`src/rtl/cpu_nic.sv`:
```
// Memory-mapped NIC between the processor memory stage and a mesh router local port.
// Optional CPU_NIC_IRQ_EN adds a registered irq output flagging a non-empty input FIFO.
module cpu_nic #(
  parameter int DATA_WIDTH = 64,
  parameter int DEPTH      = 2,
  parameter int CNT_W      = 2
) (
  input  logic                  clk,
  input  logic                  reset,
  input  logic [1:0]            addr,
  input  logic                  nicEn,
  input  logic                  nicWrEn,
  input  logic [0:DATA_WIDTH-1] d_in,
  output logic [0:DATA_WIDTH-1] d_out,
  output logic                  net_so,
  input  logic                  net_ro,
  output logic [0:DATA_WIDTH-1] net_do,
  input  logic                  net_polarity,
  input  logic                  net_si,
  output logic                  net_ri,
  input  logic [0:DATA_WIDTH-1] net_di
`ifdef CPU_NIC_IRQ_EN
  ,
  output logic                  irq
`endif
);

  localparam int PTR_W = $clog2(DEPTH);
  localparam logic [CNT_W-1:0] FULL_CNT = CNT_W'(DEPTH);

  logic [0:DATA_WIDTH-1] out_mem [DEPTH];
  logic [0:DATA_WIDTH-1] in_mem  [DEPTH];

  logic [PTR_W-1:0] out_wr_ptr_reg, out_rd_ptr_reg;
  logic [PTR_W-1:0] in_wr_ptr_reg, in_rd_ptr_reg;
  logic [CNT_W-1:0] out_cnt_reg, out_cnt_next;
  logic [CNT_W-1:0] in_cnt_reg, in_cnt_next;

  logic out_full, out_empty, in_empty;
  logic out_push, out_pop, in_push, in_pop;
  logic rd_en;
  logic [0:DATA_WIDTH-1] out_head, in_head;
  logic [0:DATA_WIDTH-1] in_status, out_status, rd_data;

  assign out_full  = (out_cnt_reg == FULL_CNT);
  assign out_empty = (out_cnt_reg == '0);
  assign in_empty  = (in_cnt_reg == '0);
  assign out_head  = out_mem[out_rd_ptr_reg];
  assign in_head   = in_mem[in_rd_ptr_reg];

  // Router side: head bit 0 selects the virtual-channel phase it may leave in.
  assign net_so = !out_empty && net_ro && (out_head[0] == net_polarity);
  assign net_do = out_head;
  assign net_ri = (in_cnt_reg != FULL_CNT);

  assign rd_en    = nicEn && !nicWrEn;
  assign out_pop  = net_so;
  assign in_pop   = rd_en && (addr == 2'b00) && !in_empty;
  // A pop in the same cycle frees the slot, so a push at full is still taken.
  assign out_push = nicEn && nicWrEn && (addr == 2'b10) && (!out_full || out_pop);
  assign in_push  = net_si && (net_ri || in_pop);

  always_comb begin
    out_cnt_next = out_cnt_reg;
    case ({out_push, out_pop})
      2'b10:   out_cnt_next = out_cnt_reg + CNT_W'(1);
      2'b01:   out_cnt_next = out_cnt_reg - CNT_W'(1);
      default: out_cnt_next = out_cnt_reg;
    endcase
  end

  always_comb begin
    in_cnt_next = in_cnt_reg;
    case ({in_push, in_pop})
      2'b10:   in_cnt_next = in_cnt_reg + CNT_W'(1);
      2'b01:   in_cnt_next = in_cnt_reg - CNT_W'(1);
      default: in_cnt_next = in_cnt_reg;
    endcase
  end

  // Status words: flag in the last bit, count just above it, rest zero.
  always_comb begin
    in_status  = '0;
    out_status = '0;
    in_status[DATA_WIDTH-1]                      = !in_empty;
    in_status[DATA_WIDTH-1-CNT_W : DATA_WIDTH-2] = in_cnt_reg;
    out_status[DATA_WIDTH-1]                      = out_full;
    out_status[DATA_WIDTH-1-CNT_W : DATA_WIDTH-2] = out_cnt_reg;
  end

  always_comb begin
    rd_data = '0;
    case (addr)
      2'b00:   rd_data = in_empty ? '0 : in_head;
      2'b01:   rd_data = in_status;
      2'b11:   rd_data = out_status;
      default: rd_data = '0;
    endcase
  end

  always_ff @(posedge clk) begin
    if (out_push) out_mem[out_wr_ptr_reg] <= d_in;
    if (in_push)  in_mem[in_wr_ptr_reg]   <= net_di;
  end

  always_ff @(posedge clk) begin
    if (!reset) begin
      out_wr_ptr_reg <= '0;
      out_rd_ptr_reg <= '0;
      out_cnt_reg    <= '0;
      in_wr_ptr_reg  <= '0;
      in_rd_ptr_reg  <= '0;
      in_cnt_reg     <= '0;
      d_out          <= '0;
    end else begin
      if (out_push) out_wr_ptr_reg <= out_wr_ptr_reg + PTR_W'(1);
      if (out_pop)  out_rd_ptr_reg <= out_rd_ptr_reg + PTR_W'(1);
      if (in_push)  in_wr_ptr_reg  <= in_wr_ptr_reg + PTR_W'(1);
      if (in_pop)   in_rd_ptr_reg  <= in_rd_ptr_reg + PTR_W'(1);
      out_cnt_reg <= out_cnt_next;
      in_cnt_reg  <= in_cnt_next;
      if (rd_en) d_out <= rd_data;
    end
  end

`ifdef CPU_NIC_IRQ_EN
  // Follows input occupancy one cycle late.
  always_ff @(posedge clk) begin
    if (!reset) irq <= 1'b0;
    else        irq <= !in_empty;
  end
`endif

endmodule

```
`config.mk`:
```
export PLATFORM = sky130hd
export DESIGN_NAME = cpu_nic
export DESIGN_NICKNAME = d
export VERILOG_FILES = /design/src/rtl/cpu_nic.sv
export SDC_FILE = /design/constraint.sdc
export NUM_CORES = 1
export LEC_CHECK = 0
export CORE_UTILIZATION = 46
export DETAILED_ROUTE_END_ITERATION = 16
export PLACE_DENSITY = 0.84
export SYNTH_ARGS = -nofsm -noshare
export SYNTH_HDL_FRONTEND = slang
export SYNTH_SLANG_ARGS = --single-unit
```
`constraint.sdc`:
```
create_clock -name clk -period 7.9 [get_ports clk]
set_input_delay 1.975 -clock clk [delete_from_list [all_inputs] [get_ports clk]]
set_output_delay 1.975 -clock clk [all_outputs]
set_load 0.02 [all_outputs]
```
==> out/metrics.yaml <==
status: "complete, no violations"
synth_top_area_share_pct: 63.16
cpMostUsedCell: "clkdlybuf4s50_1"
regArea_um2: 9171
synth_edf_count: 256
grt_setup_unrepaired: "false"
cts_root_buf: "clkbuf_16"
fin_crit_sh_pct: 73.76
netlist_top_cells_count: "256 x edfxtp_1, 129 x mux2_2, 74 x dfxtp_1"
fp-row-count: 59
yosysTopAreaCell: "edfxtp_1"
cts_tree: "done"
syn-num-nets: 901
via_per_inst: 5.226
final_core_utilization_pct: 62.76
syn_avg_cell_area_um2: 15.93
clkTransAtPathRegs_ps: 60
fin_nets: 1168
die_y_um: 164.7
pre_cts_ws_ps: 2052
initial_core_util_pct: 46.84
synth_area_leaders: "edfxtp_1 63%, dfxtp_1 12%, mux2_2 12%"
maxSlewViolCount: 0
dr.first_iter.drc_count: 510
critPathMaxFanout: 10
grt_pass1_vias: 7333
synth.most_common_cell: "edfxtp_1"
cts_inserted_buffers: 35
fillers: 1909
drive_gt1_share_pct: 19.49
r2r_slack_ps: 5320
cts_setup_buffers: 0
setup_tns_ps: 0
endpoint_kind: "output port"
clock_latency_ps: 510
ctsResizeCount: 0
reg2reg_depth: 5
multi_input_area_um2: 2819
synthCells: 764
overflow: 0
worstSetupStartpointType: "primary input"
ir_drop_mv: 0.2480
path_class: "in -> out"
cap_viol_max_count: 0
grt_usage_pct: 19.15
gp_congestion: 0.7653
tightest_slew_ps: 971.7
post-route-worst-setup-slack_ps: 2073
skew_ps: 15.51
drt_wl_total_um: 26590
num_antenna_cells: 0
hold_ws_ps: 447.9
arrival_ps: 3850
hold_viol: 0
grt_max_degree: 69
ant_nets: 0
dpl.cell_count: 1329
holdPathEnd: "d_out[29]$_SDFFE_PN0N_"
setup_viol: 0
timing.fmax_ghz: 0.1716
ys_warn_count: 0
crit_slowest_cell: "clkdlybuf4s50_1"
coreArea_um2: 25980
synthArstFlopShare_pct: 0
crit_family: "buffers and inverters"
syn-cell-area_um2: 12170
ctsLongestPathBuffers: 3
yosys_register_bits: 330
yosysSeqAreaShare_pct: 75.33
hp-start: "d_out[29]$_SDFFE_PN0N_"
min_path_cells: 2
hold_path_class: "reg -> reg"
dieArea_um2: 27110
hpwl_um: 16810
cellLeakagePower_nw: 5.337
synthFlopType: "edfxtp_1"
largest_registers: "in_mem x128, out_mem x128, d_out x64"
relSlewSlack_pct: 35.07
r2r_end: "out_mem[1][21]$_DFFE_PP_"
io_buffers: 266
worstPathCellList: "clkdlybuf4s50_1 -> nand2b_1 -> mux2i_4 -> o21a_2 -> clkdlybuf4s50_1"
critical_path_required_ps: 5930
area_growth_pct: 33.98
clkSinkCount: 330
die_w_um: 164.7
min_period_ps: 5827
grt_pass1_wl_um: 39860
instances_no_fill: 1392
synth_cell_types: 44
powerDensity_nw_per_um2: 233.4
ctsHoldBuffers: 0
wl_per_cell_um: 19.10
critPathMaxStageDelay_ps: 660
vias: 7275
drc: 0
antenna_found_initial: 0
htreeDepth: 2
first_pass_iters: 6
ioPinCount: 267
path_buf_inv: 2
[cells by family (layout without fill, tap and decap cells)]
family / after synthesis / count (layout) / share of synthesized area (%)
and+or+nand+nor: 164 / 164 / 6.219
xor gates and xnor gates: 3 / 3 / 0.2159
muxes: 135 / 135 / 12.63
DFF: 330 / 330 / 75.33
AOI/OAI and AO/OA: 81 / 81 / 3.793
buffers and inverters: 51 / 344 / 1.809
[area by class of cell]
cell class	instances	area share (%)
inverter	5	0.1151
multi-input combinational	383	17.29
clock buffer	45	5.915
sequential	330	56.24
clock inverter	18	1.089
timing repair buffer	276	16.79
tap	335	2.570
[routing by layer]
| metal | vias to the layer above | track usage (%) | wire length (um) |
|---|---|---|---|
| li1 | 3407 | - | - |
| met2 | 300 | 31.04 | 12490 |
| met4 | 0 | 4.379 | 374 |
| met1 | 3533 | 24.72 | 10880 |
| met5 | - | 0 | 0 |
| met3 | 35 | 6.655 | 2850 |
[how the worst max path moves through the flow]
stage                            start                 endpoint  cells past startpoint  slack (ps)
after global placement    net_polarity                   net_so                      5        2120
after CTS                 net_polarity                   net_so                      5        2050
after detailed placement  net_polarity                   net_so                      5        2050
after floorplan           net_polarity  out_mem[1][0]$_DFFE_PP_                      4         150
after global routing      net_polarity                   net_so                      5        1990
final                     net_polarity                   net_so                      5        2070
[where the power goes]
part / total, mW / switching (mW) / internal (mW)
logic: 0.247 / 0.124 / 0.123
clock network: 1.60 / 0.636 / 0.964
registers: 1.96 / 0.0178 / 1.94
total: 3.81 / 0.777 / 3.03
[cells in the final DEF (no fill, tap or decap), types with 6 or more instances in the layout]
master / Yosys / routed
clkdlybuf4s50_1: 0 / 266
edfxtp_1: 256 / 256
mux2_2: 129 / 129
dfxtp_1: 74 / 72
nand2_1: 67 / 67
nand3_1: 64 / 64
a21oi_1: 62 / 62
clkbuf_16: 0 / 36
buf_4: 2 / 10
nor2_1: 10 / 8
clkinv_2: 0 / 8
nand2b_1: 7 / 6
clkbuf_1: 17 / 6
[tightest hold or removal path, cell delays in order (launching register included)]
cell and delay (ps):
dfxtp_1 310, nand2_1 50, a21oi_1 50
[through the flow]
stage,power [mW],instance area (um^2)
2_1_floorplan,2.111,12170
3_3_place_gp,2.234,15170
3_5_place_dp,2.245,15170
4_1_cts,3.849,16310
5_1_grt,3.943,16310
6_report,3.806,16310
(Power assumes the default switching activity.)
